==> config.mk <==
export PLATFORM = sky130hd
export DESIGN_NAME = vx_commit_retire
export DESIGN_NICKNAME = d
export VERILOG_FILES = /design/src/rtl/vx_commit_retire.sv
export SDC_FILE = /design/constraint.sdc
export NUM_CORES = 1
export LEC_CHECK = 0
export BUFFER_PORTS_ARGS = -buffer_cell sky130_fd_sc_hd__buf_2
export CORE_AREA = 2 2 151 153
export CTS_BUF_LIST = sky130_fd_sc_hd__clkbuf_2
export DETAILED_ROUTE_END_ITERATION = 12
export DIE_AREA = 0 0 153 155
export PLACE_DENSITY = 0.67
export SLEW_MARGIN = 15
export SYNTH_ARGS = -nofsm -noshare
export SYNTH_HDL_FRONTEND = slang
export SYNTH_SLANG_ARGS = --single-unit
==> constraint.sdc <==
create_clock -name clk -period 5.8 [get_ports clk]
set_input_delay 0.87 -clock clk [delete_from_list [all_inputs] [get_ports clk]]
set_output_delay 0.87 -clock clk [all_outputs]
set_load 0.005 [all_outputs]
==> src/rtl/vx_commit_retire.sv <==
// ---------------------------------------------------------------------------
// VxCommitRetire: commit-stage retire unit for one issue slot.
//
// Accepts commit beats from the gather output, forwards them one cycle later
// as register writebacks, tracks sop/eop packet framing per warp, counts
// retired instructions and flags framing violations.
//
// Ports:
//   clk, reset                  sole clock, synchronous active-high reset
//   commit_valid / commit_ready beat handshake (ready is simply !reset)
//   commit_uuid .. commit_eop   beat payload (uuid, warp id, thread mask, pc,
//                               writeback enable, rd, lane data, sop, eop)
//   wb_valid .. wb_eop          registered writeback port, no backpressure
//   instret                     64-bit count of retired (eop) beats
//   proto_err                   sticky sop/eop framing violation flag
//   warp_busy                   per-warp "multi-beat packet open" bit
// ---------------------------------------------------------------------------
module vx_commit_retire #(
    parameter int NUM_WARPS   = 4,
    parameter int NUM_THREADS = 4,
    parameter int XLEN        = 32,
    parameter int NR_BITS     = 6,
    parameter int UUID_WIDTH  = 1,
    localparam int WID_W      = (NUM_WARPS > 1) ? $clog2(NUM_WARPS) : 1
) (
    input  logic                        clk,
    input  logic                        reset,

    input  logic                        commit_valid,
    output logic                        commit_ready,
    input  logic [UUID_WIDTH-1:0]       commit_uuid,
    input  logic [WID_W-1:0]            commit_wid,
    input  logic [NUM_THREADS-1:0]      commit_tmask,
    input  logic [XLEN-1:0]             commit_pc,
    input  logic                        commit_wb,
    input  logic [NR_BITS-1:0]          commit_rd,
    input  logic [NUM_THREADS*XLEN-1:0] commit_data,
    input  logic                        commit_sop,
    input  logic                        commit_eop,

    output logic                        wb_valid,
    output logic [UUID_WIDTH-1:0]       wb_uuid,
    output logic [WID_W-1:0]            wb_wid,
    output logic [NUM_THREADS-1:0]      wb_tmask,
    output logic [NR_BITS-1:0]          wb_rd,
    output logic [NUM_THREADS*XLEN-1:0] wb_data,
    output logic                        wb_eop,

    output logic [63:0]                 instret,
    output logic                        proto_err,
    output logic [NUM_WARPS-1:0]        warp_busy
);

    typedef enum logic {
        IDLE = 1'b0,
        OPEN = 1'b1
    } warpState_e;

    warpState_e                  warpState_q [NUM_WARPS];
    logic                        wbValid_q;
    logic [UUID_WIDTH-1:0]       wbUuid_q;
    logic [WID_W-1:0]            wbWid_q;
    logic [NUM_THREADS-1:0]      wbTmask_q;
    logic [NR_BITS-1:0]          wbRd_q;
    logic [NUM_THREADS*XLEN-1:0] wbData_q;
    logic                        wbEop_q;
    logic [63:0]                 instret_q;
    logic [63:0]                 instret_d;
    logic                        protoErr_q;
    logic                        protoErr_d;

    logic                        fire;
    warpState_e                  curState;
    warpState_e                  nextState;
    logic                        framingErr;
    logic                        unusedPc;

    // The PC travels with the beat but the writeback port has no use for it.
    assign unusedPc = ^commit_pc;

    // Ready drops only during reset, so a beat fires whenever valid is high
    // outside reset.
    assign commit_ready = !reset;
    assign fire         = commit_valid && commit_ready;

    // Framing decision for the addressed warp. In every case the packet ends
    // up OPEN exactly when the beat is not an eop; an illegal sop just
    // restarts the packet, so only the error flag depends on the old state.
    always_comb begin
        curState = IDLE;
        for (int w = 0; w < NUM_WARPS; w++) begin
            if (WID_W'(w) == commit_wid) begin
                curState = warpState_q[w];
            end
        end
        nextState  = commit_eop ? IDLE : OPEN;
        framingErr = (curState == IDLE) ? !commit_sop : commit_sop;
        instret_d  = (fire && commit_eop) ? instret_q + 64'd1 : instret_q;
        protoErr_d = protoErr_q || (fire && framingErr);
    end

    // Main register block: writeback pipeline stage, per-warp packet FSMs,
    // retire counter and sticky error. Payload registers only load on a
    // fired beat so the last writeback stays visible while idle.
    always_ff @(posedge clk) begin
        if (reset) begin
            wbValid_q  <= 1'b0;
            wbUuid_q   <= '0;
            wbWid_q    <= '0;
            wbTmask_q  <= '0;
            wbRd_q     <= '0;
            wbData_q   <= '0;
            wbEop_q    <= 1'b0;
            instret_q  <= 64'd0;
            protoErr_q <= 1'b0;
            for (int w = 0; w < NUM_WARPS; w++) begin
                warpState_q[w] <= IDLE;
            end
        end else begin
            wbValid_q  <= fire && commit_wb && (|commit_tmask);
            instret_q  <= instret_d;
            protoErr_q <= protoErr_d;
            if (fire) begin
                wbUuid_q  <= commit_uuid;
                wbWid_q   <= commit_wid;
                wbTmask_q <= commit_tmask;
                wbRd_q    <= commit_rd;
                wbData_q  <= commit_data;
                wbEop_q   <= commit_eop;
                for (int w = 0; w < NUM_WARPS; w++) begin
                    if (WID_W'(w) == commit_wid) begin
                        warpState_q[w] <= nextState;
                    end
                end
            end
        end
    end

    // Busy view of the per-warp FSMs.
    always_comb begin
        warp_busy = '0;
        for (int w = 0; w < NUM_WARPS; w++) begin
            warp_busy[w] = (warpState_q[w] == OPEN);
        end
    end

    assign wb_valid  = wbValid_q;
    assign wb_uuid   = wbUuid_q;
    assign wb_wid    = wbWid_q;
    assign wb_tmask  = wbTmask_q;
    assign wb_rd     = wbRd_q;
    assign wb_data   = wbData_q;
    assign wb_eop    = wbEop_q;
    assign instret   = instret_q;
    assign proto_err = protoErr_q;

endmodule
==> key figures, run 1 <==
Status
  – Status: completed

Clock tree
  – Total CTS buffers: 54
  – CTS resizes: 0
  – Clk_lat worst skew: 770 ps
  – Post-CTS Setup Bufs: 0
  – CTS tree: done
  – H-tree Lvls: 2
  – CTS sink cnt: 212
  – Worst-path clk slew: 110 ps
  – Cts hold-fix bufs: 0
  – Clock Root Buffer: clkbuf_2
  – Worst-case clock buffer depth: 3

Global routing
  – Vias in the first global route: 7,358
  – Gr ovfl total: 0
  – Initial antenna violation count: 6
  – Total GRT Usage: 19.6%
  – Pin count of the biggest net entering global routing: 119
  – First-pass GRT wire length: 38,000 um

Setup path
  – Critical path peak fanout: 118
  – Critical path launch point type: input pin
  – Slowest-stage cell, CP: buf_6
  – Critical path class: in2out
  – Worst path bufs/invs: 3
  – WP data required: 4930 ps
  – CP max stage delay: 570 ps
  – Critical path cell sequence: buf_6 > inv_1 > buf_2
  – CP top delay family: buffers and inverters
  – CP arrival: 2150 ps
  – Worst setup EP type: output pin

Floorplanning
  – Placement row count: 55
  – Boundary Pins: 392
  – Starting Density: 37.7%
  – Core area: 0.0222 mm2
  – Die height: 155 um
  – Horiz. Die Dim: 153 um
  – Die area: 0.0237 mm2

STA
  – Max Clk Rate: 0.331 GHz
  – Setup Viol. Count Final: 0
  – Final Hold Vio Count: 0
  – Period utilisation layout: 52.1%
  – Slew at the pin closest to its max-slew limit: 978 ps
  – Min Tclk post-route: 3020 ps
  – Slew headroom: 34.8%
  – Final WS setup: 2780 ps
  – Fin. max-slew vios: 0
  – RSZ-0062 raised after global routing: false
  – TNS Setup: 0 ps
  – Clock skew: 32.6 ps

Power
  – Maximum VDD drop: 0.193 mV
  – Leak pwr: 5.28 nW
  – Switching Power: 0.767 mW
  – Clk pwr share: 34.5%
  – Cell-internal power: 2.03 mW
  – Pwr/cell area: 259 mW/mm2
  – Net Sw Frac: 27.4%
  – Seq pwr share: 55.5%
  – Gate power share: 10.0%

Yosys
  – Cell area after synthesis: 0.00837 mm2
  – Number of distinct library cells after synthesis: 41
  – Number of synthesized register bits: 212
  – Ys async rst share: 0%
  – Area contributors post-synth: dfxtp_1 (50%), mux2i_1 (17%), nor2_1 (7.8%)
  – YS warnings: 0
  – Area leader, netlist: dfxtp_1
  – Synth Instances: 877
  – Share of the synthesized area in the top cell type: 49.7%
  – Primary FF master, synth: dfxtp_1
  – Post-Syn Nets: 1,057
  – Sequential element share of the synthesized area: 51.2%
  – Post-synth EDFFs: 4
  – Avg Cell Area, Syn: 9.55 um2

Route
  – 1st-iter DRT viols: 344
  – Vias per cell: 4.91
  – DR pass1 iterations: 4
  – Routed wire length: 24,400 um
  – Via count of the routed design: 7,705
  – Post-route ant nets: 0
  – WL/cell: 15.6 um
  – DRC viols: 0

Finish
  – Final cell count without fillers: 1,568
  – Final #Nets: 1,422
  – Fillers: 2,204
  – Share of post-route cells with drive strength above 1: 35.5%
  – Multi-input gate area: 0.00383 mm2
  – Final instance area: 0.0108 mm2
  – Reg area: 0.00428 mm2
  – Area grow syn2layout: 29.1%

Placed design
  – GPL Wtd Cong: 0.818
  – IO Port Bufs: 359
  – Placed cell count: 1,471
  – Pre-CTS WS: 2230 ps
  – Hpwl dp: 17,400 um
  – DP Area: 0.0103 mm2

Min path
  – Worst min path class: in2reg

Run
  – Max-cap violations: 0
==> metrics by stage <==
stage	hold slack, ps	util, %	power [mW]
finish	319	48.6	2.80
global route	214	48.6	2.96
CTS	195	48.6	2.85
detailed placement	464	46.5	1.87
global placement	447	46.5	1.86
floorplan	460	-	1.73
==> cells by family after synthesis <==
kind of cell               Yosys count  share of synthesized area [%]
muxes                              141                           17.0
AOI/OAI and AO/OA                   84                           5.42
DFF                                212                           51.2
and+or+nand+nor                    349                           20.4
xor gates and xnor gates            26                           2.72
adders and majority gates            1                          0.149
buffers and inverters               64                           3.12
==> layout by cell type (no fill, tap or decap), types with 13 or more instances in the layout <==
cell type,Yosys,final
a21oi_1,42,42
buf_2,5,357
clkbuf_2,0,81
dfxtp_1,208,208
mux2i_1,140,140
nand2_1,37,37
nand3_1,24,24
nand4_1,17,17
nor2_1,175,175
nor4_1,13,13
o21ai_0,29,29
or3_1,24,24
xnor2_1,21,21
==> metal layers <==
| layer | routed length [um] | track usage [%] | vias to the layer above |
|---|---|---|---|
| met5 | 21 | 0 | - |
| met1 | 9930 | 22.6 | 3546 |
| met3 | 2020 | 6.77 | 54 |
| met2 | 11800 | 33.5 | 288 |
| met4 | 643 | 7.89 | 4 |
| li1 | - | - | 3813 |
==> tightest hold or removal path, stage by stage <==
cell and delay (ps):
buf_2 80, mux2i_1 60, nor2_1 70
==> power by group through the flow <==
stage | clock [mW] | sequential, mW | combinational [mW]
4_1_cts | 1.02 | 1.55 | 0.285
3_5_place_dp | 0 | 1.58 | 0.285
2_1_floorplan | 0 | 1.59 | 0.135
5_1_grt | 1.10 | 1.56 | 0.308
6_report | 0.965 | 1.55 | 0.280
3_3_place_gp | 0 | 1.58 | 0.279
==> flip-flops by register name, indices dropped and copies added, names as in the netlist <==
register / count
wb_tmask: 4
wb_valid: 1
instret: 64
warpState_q: 4
wb_uuid: 1
proto_err: 1
wb_data: 128
wb_wid: 2
wb_rd: 6
wb_eop: 1
==> area by class of cell <==
type	count	area share, %
clock inverter	13	0.498
multi-input combinational	601	35.4
antenna	3	0.0694
sequential	212	39.6
inverter	11	0.382
clock buffer	81	3.75
timing repair buffer	362	17.0
tap	285	3.30
==> worst paths after layout <==
| kind | slack, ps | cells after the start | startpoint | end |
|---|---|---|---|---|
| setup / recovery | 2780 | 3 | reset | commit_ready |
| hold / removal | 320 | 3 | commit_data[109] | wb_data[109]$_SDFFE_PP0N_ |
| setup reg to reg | 3060 | 5 | instret[4]$_SDFFE_PP0P_ | instret[47]$_SDFFE_PP0P_ |
| hold reg to reg | 480 | 2 | wb_eop$_SDFFE_PP0N_ | wb_eop$_SDFFE_PP0N_ |
==> cells in the mapped netlist, types with 4 or more instances <==
cell type	count
dfxtp_1	208
nor2_1	175
mux2i_1	140
a21oi_1	42
nand2_1	37
o21ai_0	29
clkbuf_1	27
nand3_1	24
or3_1	24
xnor2_1	21
buf_1	17
nand4_1	17
nor4_1	13
inv_1	11
nor3_1	11
o31ai_1	11
or4_1	11
and3_1	8
and4_1	7
buf_2	5
xor2_1	5
buf_4	4
edfxtp_1	4
nand3b_1	4
Note: power is estimated with default switching activity, not from simulation.
==> inputs of run 2 (changes only) <==
CORE_AREA = 2 2 152 154   (was 2 2 151 153)
DIE_AREA = 0 0 154 156   (was 0 0 153 155)
clock period = 3.06 ns   (was 5.8 ns; I/O delays follow)
==> run 2 against run 1 <==
Net effect:
- the run now ends with DRC left
- register-to-register slack worse by 2500 ps
- sequential share of layout area down 4.8 points
- clock power up 95%
- critical path depth up 1
- die area up 1.3%
- global-route usage up 2.1 points
- worst hold slack worse by 170 ps
- wire length up 12%
- final area up 14%
- via count up 10%
- first-iteration DRC count up 16%
- critical path type unchanged
- critical endpoint unchanged
- largest cell class unchanged
- largest power group unchanged
==> key figures, run 2 (synthesis results as in run 1) <==
Clock tree
  – Total CTS buffers: 55
  – Post-CTS Setup Bufs: 0
  – Worst-case clock buffer depth: 3
  – Worst-path clk slew: 80 ps
  – Clk_lat worst skew: 820 ps
  – H-tree Lvls: 2
  – CTS sink cnt: 212
  – CTS tree: done
  – Clock Root Buffer: clkbuf_2

Setup path
  – Slack of the worst reg-to-reg path: 590 ps
  – Critical Path Source: reset
  – Worst reg2reg endpoint: instret[39]$_SDFFE_PP0P_
  – CP arrival: 2010 ps
  – R2R Path Start: instret[5]$_SDFFE_PP0P_
  – Critical path cell sequence: buf_6 > buf_12 > inv_1 > buf_2
  – Critical path launch point type: input pin
  – Worst setup EP type: output pin
  – WP data required: 2600 ps
  – Worst Reg-to-Reg Cells: 5
  – Slowest-stage cell, CP: buf_12
  – Critical path class: in2out
  – Critical path peak fanout: 207
  – CP max stage delay: 520 ps

STA
  – Final WS setup: 592 ps
  – Slew at the pin closest to its max-slew limit: 1050 ps
  – Slew headroom: 29.8%
  – Fin. max-slew vios: 0
  – Final Hold Vio Count: 0
  – TNS Setup: 0 ps
  – Period utilisation layout: 80.7%
  – Min Tclk post-route: 2470 ps
  – Max Clk Rate: 0.405 GHz
  – RSZ-0062 raised after global routing: false
  – Clock skew: 44.2 ps
  – Setup Viol. Count Final: 0

Route
  – Vias per cell: 4.96
  – DR pass1 iterations: 9
  – DRC viols: 1
  – WL/cell: 15.9 um
  – 1st-iter DRT viols: 399
  – Via count of the routed design: 8,513
  – Post-route ant nets: 0
  – Routed wire length: 27,300 um

Min path
  – Worst Hold Launch: reset
  – Hold path cells: 5
  – Hold EP: instret[3]$_SDFFE_PP0P_
  – Worst min path class: in2reg

Finish
  – Final #Nets: 1,573
  – Fillers: 1,997
  – Leading cell type in the layout, fill and taps excluded: buf_2
  – Share of post-route cells with drive strength above 1: 32.1%
  – Area grow syn2layout: 47.1%
  – Reg area: 0.00428 mm2
  – Number of flip-flops under the largest register name: 128
  – Most frequent cells in the layout: buf_2 (357), dfxtp_1 (208), nor2_1 (175)
  – Multi-input gate area: 0.00383 mm2

Global routing
  – Gr ovfl total: 0
  – First-pass GRT wire length: 42,600 um
  – Vias in the first global route: 8,555
  – Total GRT Usage: 21.7%
  – Pin count of the biggest net entering global routing: 208
  – Initial antenna violation count: 1

Placed design
  – GPL Wtd Cong: 0.768
  – Hpwl dp: 16,700 um
  – Pre-CTS WS: 574 ps
  – IO Port Bufs: 359

Floorplanning
  – Die area: 0.0240 mm2
  – Die height: 156 um
  – Placement row count: 55
  – Starting Density: 37.4%
  – Boundary Pins: 392
  – Horiz. Die Dim: 154 um
  – Core area: 0.0224 mm2

Power
  – Pwr/cell area: 449 mW/mm2
  – Leak pwr: 5.91 nW
  – Maximum VDD drop: 0.296 mV

Status
  – Failing checks: DRC
  – Status: complete, but fails checks

Run
  – Max-cap violations: 0
-- run 2: how the worst max path moves through the flow --
stage	endpoint
6_report	commit_ready
5_1_grt	instret[39]$_SDFFE_PP0P_
4_1_cts	instret[37]$_SDFFE_PP0P_
3_5_place_dp	instret[43]$_SDFFE_PP0P_
3_3_place_gp	instret[41]$_SDFFE_PP0P_
2_1_floorplan	instret[31]$_SDFFE_PP0P_
-- run 2: metal layers --
layer	GRT usage [%]	vias up	part of all wire (%)
met1	24.1	3988	39
met3	6.03	66	7.2
met5	0	-	0
met4	9.30	0	3.5
li1	-	4116	-
met2	38.9	343	50
-- run 2: cell type report --
| type | instances | share of cell area (%) |
|---|---|---|
| Multi-Input combinational cell | 601 | 31.1 |
| Clock buffer | 81 | 3.29 |
| Sequential cell | 212 | 34.8 |
| Tap cell | 285 | 2.90 |
| Inverter | 11 | 0.335 |
| Timing Repair Buffer | 512 | 27.1 |
| Clock inverter | 14 | 0.498 |
| Antenna cell | 1 | 0.0203 |
-- run 2: worst max-delay path: cells and delay by family --
family | cells | cell delay (ps)
buf+inv | 4 | 1230
-- run 2: power breakdown --
part	internal (mW)	switching [mW]	leakage (nW)	total, mW
combinational	0.389	0.316	3.81	0.705
sequential	2.88	0.0615	1.74	2.95
clock	0.704	1.18	0.361	1.88
total	3.98	1.55	5.91	5.53
-- run 2: per-stage QoR --
stage	instance area, um2	hold WS [ps]	power, mW	utilization, %	instances
6_report	12300	147	5.53	55.1	1717
5_1_grt	12300	80.2	5.81	55.1	1717
4_1_cts	12300	42.1	5.57	55.1	1716
3_5_place_dp	10400	454	3.54	46.5	1476
3_3_place_gp	10400	446	3.53	46.5	1476
2_1_floorplan	8370	460	3.27	-	877
-- run 2: repair_timing --
action                    4_1_cts  5_1_grt
resized for setup               0        0
hold buffers                  145        0
hold endpoints to repair      151        0
